## config.mk

```make
export PLATFORM = sky130hd
export DESIGN_NAME = rr_arbiter
export DESIGN_NICKNAME = d
export VERILOG_FILES = /design/src/rtl/rr_arbiter.sv
export SDC_FILE = /design/constraint.sdc
export NUM_CORES = 1
export LEC_CHECK = 0
export ABC_AREA = 1
export CORE_AREA = 2 2 39 41
export CTS_BUF_LIST = sky130_fd_sc_hd__clkbuf_8
export DETAILED_ROUTE_END_ITERATION = 8
export DIE_AREA = 0 0 41 43
export HOLD_SLACK_MARGIN = 0.12
export PLACE_DENSITY = 0.77
export SYNTH_ARGS = -nofsm -noshare
export SYNTH_HDL_FRONTEND = slang
export SYNTH_SLANG_ARGS = --single-unit
```

## constraint.sdc

```tcl
create_clock -name clk -period 4 [get_ports clk]
set_clock_uncertainty 0.15 [all_clocks]
set_input_delay 0.8 -clock clk [delete_from_list [all_inputs] [get_ports clk]]
set_output_delay 0.8 -clock clk [all_outputs]
set_load 0.05 [all_outputs]
```

## src/rtl/rr_arbiter.sv

```systemverilog
// Round-robin arbiter over N level requesters; one registered one-hot grant held until done (optional RR_ARBITER_LOCK_EN adds lock).
// Latency: grant registered on the edge that samples req (IDLE) or done (BUSY), so back-to-back grants have no gap.
// Backpressure: the owner keeps the grant until done; req changes never revoke it.
module rr_arbiter #(
    parameter int N    = 4,
    parameter int SIZE = $clog2(N)
) (
    input  logic            clk,
    input  logic            rst_n,
    input  logic [N-1:0]    req,
    input  logic            done,
`ifdef RR_ARBITER_LOCK_EN
    input  logic            lock,
`endif
    output logic [N-1:0]    gnt,
    output logic [SIZE-1:0] gnt_idx,
    output logic            gnt_valid
);

    typedef enum logic {IDLE, BUSY} state_t;

    state_t            state_q, state_d;
    logic [SIZE-1:0]   ptr_q, ptr_d;
    logic [N-1:0]      gnt_q, gnt_d;
    logic [SIZE-1:0]   gnt_idx_q, gnt_idx_d;
    logic              gnt_valid_q, gnt_valid_d;

    logic              win_vld;
    logic [SIZE-1:0]   win_idx;
    logic              keep;
    logic              rearb;
    int                k;
    int                win_nxt;

    // Walk from the farthest offset back to ptr so the nearest requester is written last and wins.
    always_comb begin
        win_vld = 1'b0;
        win_idx = '0;
        k       = 0;
        for (int i = N - 1; i >= 0; i--) begin
            k = int'(ptr_q) + i;
            if (k >= N) k = k - N;
            if (req[k[SIZE-1:0]]) begin
                win_vld = 1'b1;
                win_idx = k[SIZE-1:0];
            end
        end
        win_nxt = int'(win_idx) + 1;
        if (win_nxt >= N) win_nxt = 0;
    end

`ifdef RR_ARBITER_LOCK_EN
    assign keep = lock && req[gnt_idx_q];
`else
    assign keep = 1'b0;
`endif

    assign rearb = (state_q == IDLE) || (done && !keep);

    always_ff @(posedge clk or negedge rst_n) begin
        if (!rst_n) begin
            state_q     <= IDLE;
            ptr_q       <= '0;
            gnt_q       <= '0;
            gnt_idx_q   <= '0;
            gnt_valid_q <= 1'b0;
        end else begin
            state_q     <= state_d;
            ptr_q       <= ptr_d;
            gnt_q       <= gnt_d;
            gnt_idx_q   <= gnt_idx_d;
            gnt_valid_q <= gnt_valid_d;
        end
    end

    always_comb begin
        state_d = state_q;
        case (state_q)
            IDLE:    if (win_vld) state_d = BUSY;
            BUSY:    if (rearb && !win_vld) state_d = IDLE;
            default: state_d = IDLE;
        endcase
    end

    always_comb begin
        ptr_d       = ptr_q;
        gnt_d       = gnt_q;
        gnt_idx_d   = gnt_idx_q;
        gnt_valid_d = gnt_valid_q;
        if (rearb) begin
            if (win_vld) begin
                gnt_d          = '0;
                gnt_d[win_idx] = 1'b1;
                gnt_idx_d      = win_idx;
                gnt_valid_d    = 1'b1;
                ptr_d          = SIZE'(win_nxt);
            end else begin
                gnt_d       = '0;
                gnt_idx_d   = '0;
                gnt_valid_d = 1'b0;
            end
        end
    end

    assign gnt       = gnt_q;
    assign gnt_idx   = gnt_idx_q;
    assign gnt_valid = gnt_valid_q;

`ifndef SYNTHESIS
    a_gnt_onehot0: assert property (@(posedge clk) disable iff (!rst_n) $onehot0(gnt_q));
    a_in_known:    assert property (@(posedge clk) disable iff (!rst_n) !$isunknown({req, done}));
`endif

endmodule

```

## After elaboration in Yosys (flattened, before gate mapping)

Index checks and enable logic that the tools add are counted.

- Input bits: 7
- Output and inout bits: 7
- Logic and storage cells: 58
- Register bits: 10

- Add/sub/neg operators: 8
- Muxes and demuxes: 28
- Bitwise gates (word level): 1
- Reduce and logical (&&, ||, !) cells: 5
- Magnitude comparators: 11

Operators by type and width:

| kind | number |
|---|---|
| 2-bit two-way mux | 10 |
| 2-bit by 3-bit less-than comparator with 1-bit output, second input constant | 5 |
| 3-bit greater-or-equal comparator, second input constant | 4 |
| 1-bit two-way mux | 11 |
| 1-bit binary-select mux with 2-bit select | 4 |
| 2-bit by 1-bit subtractor with 2-bit output, second input constant | 4 |
| 2-bit by 1-bit adder with 3-bit output, second input constant | 2 |
| 2-bit by 2-bit adder with 3-bit output, second input constant | 2 |
| 4-bit two-way mux | 1 |
| 2-bit by 3-bit greater-or-equal comparator with 1-bit output, second input constant | 1 |
| 1-bit demux with 2-bit select | 1 |
| 2-bit by 1-bit greater-or-equal comparator with 1-bit output, second input constant | 1 |
| 1-bit logical AND | 2 |
| 1-bit one-hot mux with 2 select lines | 1 |
| 2-bit AND reduction | 1 |
| 1-bit zero test | 1 |
| 1-bit logical OR | 1 |
| 1-bit inverter | 1 |

## Logic depth before layout (Yosys ltp)

Gate-level depths: netlist of the first run.

- Depth in word-level cells: 14
- Mapped depth: 15
- Mapped depth without buffers: 14

## Least setup slack after synthesis of the first run

Ideal clock, no wire load.

- Kind: input-to-reg
- From: in req[0]
- To: reg ptr_q[1]
- Setup slack: 1.994 ns
- Setup time: 0.123 ns
- Buffers on the path: 0
- Arrival: 1.733 ns
- Data required time: 3.727 ns
- Stages: 12
- Cells stage by stage: nand2_1 nand2_2 nand2_2 nand2_2 inv_2 nand2_2 nand2_1 nand2_1 nand2_2 ha_1 nand2_1 o21ai_1

RTL lines:

| item | line | text |
|---|---|---|
| start: declaration | 10 | `input logic [N-1:0] req,` |
| end signal: assignment | 69 | `ptr_q <= ptr_d;` |
| end: declaration | 23 | `logic [SIZE-1:0] ptr_q, ptr_d;` |

==> summary.md, run 1 <==
| Metric | Value |
|---|---|
| Sequential cell area fraction in the yosys report | 0.362 |
| Data required, critical path | 3.97 ns |
| Quantity of hold-fixing buffers added after cts | 0 |
| Final count of hold timing violations | 0 |
| Residual overflow from global routing | 0 |
| Floorplan die area | about 0.0018 mm^2 |
| Final setup viols | 0 |
| Net count of the mapped netlist | 109 |
| Clock buffers created by TritonCTS | 3 |
| Kind of critical path | in2reg |
| Portion of the clock cycle consumed by the worst path in the final layout | 0.592 |
| Number of antenna violations at the first check in global routing | 0 |
| Total number of vias | 640 |
| Post-DP HPWL | 1060 um |
| IO buf count | 13 |
| Initial Util | 0.499 |
| Fin nets | 126 |
| Mean routed wirelength per cell | between 10 and 15 um |
| Global-route wire length before repair | 2230 um |
| Filler cells | around 130 |
| TritonCTS clock tree | yes |
| Hold Path Class | reg2reg |
| Endpoint arrival time on the critical path | roughly 2.3 ns |
| Maximum capacitance violations | 0 |
| Maximum number of pins on one net before global-route repair | 11 |
| Unrepaired setup endpoints after global routing | false |
| Nature of the critical path endpoint | register |
| Outcome | complete, no violations |
| Post-synth top area share | 0.362 |
| Number of ports placed on the die boundary | 14 |
| First drt pass iteration count | 4 |
| Nature of the critical path startpoint | input port |
| Number of standard cells after synthesis | 98 |
| Latest clock arrival within the worst-skew pair | ~0.24 ns |
| Final weighted congestion in routability-driven placement | about 0.84 |
| GRT Overall Usage | 0.188 |
| Leading post-synthesis cells by cell area | sky130_fd_sc_hd__dfrtp_1 36%, sky130_fd_sc_hd__nand2_1 25%, sky130_fd_sc_hd__nand2_2 10%, sky130_fd_sc_hd__ha_1 7.2%, sky130_fd_sc_hd__nand3_1 5.8% |
| Tightest slew margin relative to the limit | 0.555 |
| Clk Tree Root Cell | sky130_fd_sc_hd__clkbuf_8 |
| Num rows | 14 |
| Post-route DRC violation count | 0 |
| Antenna Nets Post-Route | 0 |
| Die height | 43 um |
| Area grow syn2layout | 28.1% |
| Period minus WS final | ~2.4 ns |
| Synth Warn # | 0 |
| Total of flip-flops plus latches after synthesis | 10 |
| Number of setup buffers added after CTS | 0 |
| Final number of max-transition violations | 0 |
| CP max FO | 4 |
| Share of cells above drive strength 1 | 0.184 |
| Width of the die | a little over 40 um |
| Cell area after synthesis | 691 um^2 |
| Clock sinks | 10 |
| Fmax achieved | between 0.4 and 0.5 GHz |
| Gates resized, CTS repair | 0 |
| Clock slew at reported path FFs | around 0.050 ns |
| Vias in the first global route | 586 |
| Total Neg Setup Slack | 0 ns |
| Synth Area per Inst | ~7 um^2 |
| Yosys top cell by area | sky130_fd_sc_hd__dfrtp_1 |
| CTS H-tree lvls | 1 |
| Antenna diode count | 0 |
| Cell variety after synth | 15 |
| Number of DRC violations after detailed-routing iteration 0 | 12 |
| Maximum clock insertion buffer count | 2 |
| Slew of the pin with the lowest slew margin | between 0.6 and 0.7 ns |
| Area inside the core boundary | 0.00138 mm^2 |
| Routed wire length | between 1000 and 1500 um |
| Post-detailed-route via-to-cell ratio | 4.92 |
## cells in the final DEF, fill, tap and decap left out, types with 2 or more instances in the layout
cell type,netlist,routed
sky130_fd_sc_hd__nand2_2,11,11
sky130_fd_sc_hd__inv_2,2,2
sky130_fd_sc_hd__inv_1,9,9
sky130_fd_sc_hd__clkdlybuf4s50_1,0,13
sky130_fd_sc_hd__dfrtp_1,10,10
sky130_fd_sc_hd__ha_1,4,4
sky130_fd_sc_hd__nand2_1,46,46
sky130_fd_sc_hd__clkbuf_8,0,4
sky130_fd_sc_hd__nand3_1,8,8
## metal layers
metal  track usage  routed length [um]  vias to the layer above
li1              -                   -                      327
met1         0.250                 595                      294
met2         0.269                 652                       19
met3        0.0942                  86                        0
met4        0.0400                   0                        0
met5             0                   0                        -
## worst max-delay path, cell delays in order
cell	delay, ns
sky130_fd_sc_hd__clkdlybuf4s50_1	0.47
sky130_fd_sc_hd__nand2_1	0.06
sky130_fd_sc_hd__nand2_2	0.10
sky130_fd_sc_hd__nand2_2	0.06
sky130_fd_sc_hd__nand2_2	0.10
sky130_fd_sc_hd__inv_2	0.05
sky130_fd_sc_hd__nand2_2	0.06
sky130_fd_sc_hd__nand2_1	0.05
sky130_fd_sc_hd__nand2_1	0.08
sky130_fd_sc_hd__nand2_2	0.09
sky130_fd_sc_hd__ha_1	0.29
sky130_fd_sc_hd__nand2_1	0.06
sky130_fd_sc_hd__o21ai_1	0.06
## cell families after synthesis
kind of cell    count (synthesis)  synth area share
fa+ha+maj                       4            0.0725
compound gates                  3            0.0380
simple gates                   68             0.438
buf+inv                        13            0.0888
flops                          10             0.362
## state kept, by name (all words and copies together) (netlist names)
register,count
ptr_q,2
state_q,1
gnt_valid,1
gnt,4
gnt_idx,2
## area by class of cell
| type | count | area [um^2] | area share |
|---|---|---|---|
| clock buffers | 4 | 55.1 | 0.0622 |
| inverters | 12 | 50.0 | 0.0566 |
| multi-input cells | 75 | 379 | 0.429 |
| flip-flops and latches | 10 | 250 | 0.283 |
| well taps | 16 | 20.0 | 0.0226 |
| repair buffers | 13 | 130 | 0.147 |
## stage by stage
step                      cell area, um^2  setup slack, ns  cells  hold WS, ns  utilization
after floorplan                       691             1.99     98        0.354            -
after global routing                  885             1.49    130        0.357        0.639
after CTS                             885             1.63    130        0.337        0.639
after detailed placement              830             1.38    126        0.322        0.599
after global placement                830             1.42    126        0.313        0.599
final                                 885             1.63    130        0.329        0.639
## synth_stat cells
| cell | number |
|---|---|
| sky130_fd_sc_hd__nand3_1 | 8 |
| sky130_fd_sc_hd__dfrtp_1 | 10 |
| sky130_fd_sc_hd__inv_2 | 2 |
| sky130_fd_sc_hd__nor2_1 | 1 |
| sky130_fd_sc_hd__inv_6 | 1 |
| sky130_fd_sc_hd__nand2_1 | 46 |
| sky130_fd_sc_hd__o21ai_0 | 1 |
| sky130_fd_sc_hd__nor2_4 | 1 |
| sky130_fd_sc_hd__ha_1 | 4 |
| sky130_fd_sc_hd__buf_6 | 1 |
| sky130_fd_sc_hd__a21oi_4 | 1 |
| sky130_fd_sc_hd__inv_1 | 9 |
| sky130_fd_sc_hd__nor2_2 | 1 |
| sky130_fd_sc_hd__nand2_2 | 11 |
| sky130_fd_sc_hd__o21ai_1 | 1 |
## worst paths after layout
kind	to	slack, ns	depth (start not counted)	from
hold / removal	gnt[0]$_DFFE_PN0N_	0.33	2	gnt[0]$_DFFE_PN0N_
setup / recovery	ptr_q[1]$_DFFE_PN0P_	1.63	13	req[0]
setup reg to reg	ptr_q[1]$_DFFE_PN0P_	2.04	12	ptr_q[0]$_DFFE_PN0P_
hold reg to reg	gnt[0]$_DFFE_PN0N_	0.33	2	gnt[0]$_DFFE_PN0N_
min in group asynchronous	ptr_q[1]$_DFFE_PN0P_	0.74	1	rst_n
max in group asynchronous	gnt_valid$_DFFE_PN0N_	2.65	1	rst_n
Power of run 1 is not shown: default switching activity piles up to over one toggle a cycle in this logic, so the estimate is an artifact.
==> inputs of run 2 (changes only) <==
--- a/config.mk
+++ b/config.mk
@@ -6,12 +6,12 @@
 export NUM_CORES = 1
 export LEC_CHECK = 0
 export ABC_AREA = 1
-export CORE_AREA = 2 2 39 41
+export CORE_MARGIN = 2
+export CORE_UTILIZATION = 47
 export CTS_BUF_LIST = sky130_fd_sc_hd__clkbuf_8
 export DETAILED_ROUTE_END_ITERATION = 8
-export DIE_AREA = 0 0 41 43
 export HOLD_SLACK_MARGIN = 0.12
-export PLACE_DENSITY = 0.77
+export PLACE_DENSITY = 0.74
 export SYNTH_ARGS = -nofsm -noshare
 export SYNTH_HDL_FRONTEND = slang
 export SYNTH_SLANG_ARGS = --single-unit
==> constraint.sdc (replaced) <==
create_clock -name clk -period 2.1 [get_ports clk]
set_clock_uncertainty 0.15 [all_clocks]
set_input_delay 0.42 -clock clk [delete_from_list [all_inputs] [get_ports clk]]
set_output_delay 0.42 -clock clk [all_outputs]
set_load 0.05 [all_outputs]
==> summary.md, run 2 (same netlist as run 1, synthesis figures left out) <==
| Metric | Value |
|---|---|
| Number of flip-flops under the largest register name | 4 |
| GRT Overall Usage | 0.211 |
| CTS H-tree lvls | 1 |
| Placed Cells incl. Taps | between 100 and 150 |
| Post-route DRC violation count | 0 |
| Antenna Nets Post-Route | 0 |
| Tightest slew margin relative to the limit | 0.667 |
| Maximum number of pins on one net before global-route repair | 11 |
| Non-filler cells, final | between 100 and 150 |
| Critical path, cell by cell | clkdlybuf4s50_1 > nand2_1 > nand2_2 > nand2_2 > nand2_2 > inv_2 > nand2_2 > nand2_1 > nand2_1 > nand2_2 > ha_1 > nand2_1 > o21ai_1 |
| Portion of the clock cycle consumed by the worst path in the final layout | 0.934 |
| Total Neg Setup Slack | 0 ns |
| Area grow syn2layout | 40.4% |
| Power per cell area | around 1900 mW/mm^2 |
| Slew of the pin with the lowest slew margin | 0.498 ns |
| Outcome | complete, no violations |
| Post-detailed-route via-to-cell ratio | 4.86 |
| Worst vdd ir | about 1 mV |
| Most frequent CP cell | sky130_fd_sc_hd__nand2_2 |
| Clk Tree Root Cell | sky130_fd_sc_hd__clkbuf_8 |
| Number of antenna violations at the first check in global routing | 0 |
| Nature of the critical path endpoint | register |
| Clock slew at reported path FFs | roughly 0.050 ns |
| CP max FO | 4 |
| Min Hold Slack | roughly 0.33 ns |
| Residual overflow from global routing | 0 |
| Nature of the critical path startpoint | input port |
| Number of DRC violations after detailed-routing iteration 0 | 14 |
| Maximum clock insertion buffer count | 2 |
| Final count of hold timing violations | 0 |
| Final weighted congestion in routability-driven placement | 0.798 |
| Data required, critical path | about 2.1 ns |
| Fmax achieved | 0.510 GHz |
| Final setup viols | 0 |
| Delay of the slowest cell on the worst path | 0.47 ns |
| Standby leakage power | between 0.5 and 0.6 nW |
| Num rows | 13 |
| Endpoint arrival time on the critical path | slightly below 2 ns |
| Final number of max-transition violations | 0 |
| Commonest non-fill, non-tap cells in the layout | 45 x sky130_fd_sc_hd__nand2_1, 12 x sky130_fd_sc_hd__nand2_2, 12 x sky130_fd_sc_hd__clkdlybuf4s50_1 |
| Width of the die | roughly 42 um |
| Hold Path Class | reg2reg |
| Initial Util | 0.518 |
| Global-route wire length before repair | 2810 um |
| Most common cell after layout, fill and taps aside | sky130_fd_sc_hd__nand2_1 |
| Number of ports placed on the die boundary | 14 |
| Clock buffers created by TritonCTS | 3 |
| Vias in the first global route | 655 |
| First drt pass iteration count | 4 |
| Latest clock arrival within the worst-skew pair | 0.24 ns |
| Slowest cell on the critical path | sky130_fd_sc_hd__clkdlybuf4s50_1 |
| Kind of critical path | in2reg |
| Tot Pwr | 0.00189 W |
| Floorplan die area | between 0.0015 and 0.002 mm^2 |
| IO buf count | 13 |
| Clock sinks | 10 |
| Period minus WS final | around 2 ns |
| Post-DP HPWL | 1150 um |
| Mean routed wirelength per cell | 11.4 um |
| TritonCTS clock tree | yes |
| Die height | 42.3 um |
| Area inside the core boundary | 0.00133 mm^2 |
| Total number of vias | just under 700 |
| Routed wire length | 1590 um |
| Antenna diode count | 0 |
| Fin nets | roughly 140 |
| Share of cells above drive strength 1 | 0.274 |
| Maximum capacitance violations | 0 |
## run 2: power by group
part	switching, W	total (W)	internal [W]
Sequential	0.0000824	0.000364	0.000281
Clock	0.0000845	0.000250	0.000165
Combinational	0.000777	0.00128	0.000499
## run 2: path summary, 6_finish.rpt
kind | cells past startpoint | slack (ns) | startpoint | to
max | 13 | 0.14 | req[0] | ptr_q[1]$_DFFE_PN0P_
min | 2 | 0.33 | gnt_valid$_DFFE_PN0N_ | gnt_valid$_DFFE_PN0N_
max reg2reg | 13 | 0.17 | ptr_q[0]$_DFFE_PN0P_ | ptr_q[1]$_DFFE_PN0P_
min reg2reg | 2 | 0.33 | gnt_valid$_DFFE_PN0N_ | gnt_valid$_DFFE_PN0N_
max in group asynchronous | 1 | 1.11 | rst_n | ptr_q[0]$_DFFE_PN0P_
min in group asynchronous | 1 | 0.35 | rst_n | state_q$_DFF_PN0_
## run 2: through the flow
step	worst slack [ns]	cell area [um^2]	utilization
floorplan	0.354	691	-
global placement	-0.102	896	0.672
detailed placement	-0.171	896	0.672
CTS	0.0765	951	0.713
global route	-0.00253	970	0.727
finish	0.139	970	0.727
## run 2: critical path: cells and delay by family
family / cells / cell delay [ns]
AND/OR/NAND/NOR: 9 / 0.65
buffers and inverters: 2 / 0.51
adder cells (fa/ha/maj): 1 / 0.30
AO/OA/AOI/OAI: 1 / 0.06
## run 2: timing repair
item | CTS | global route
setup buffers | 0 | 1
hold buffers | 0 | 0
resized for setup | 0 | 4
setup endpoints to repair | 0 | 3
## run 2: layout make-up
cell class	instances	area, um^2
Multi-Input combinational cell	75	387
Fill cell	109	364
Sequential cell	10	251
Timing Repair Buffer	23	208
Clock buffer	4	55.1
Inverter	12	50.0
Tap cell	15	18.8
## run 2: metal layers
| metal | vias up | track usage | wire [um] |
|---|---|---|---|
| li1 | 349 | - | - |
| met3 | 4 | 0.0517 | 54 |
| met2 | 14 | 0.338 | 757 |
| met1 | 309 | 0.275 | 753 |
| met5 | - | 0 | 0 |
| met4 | 0 | 0.0750 | 23 |
No activity file was read; power rests on OpenSTA's default activity.
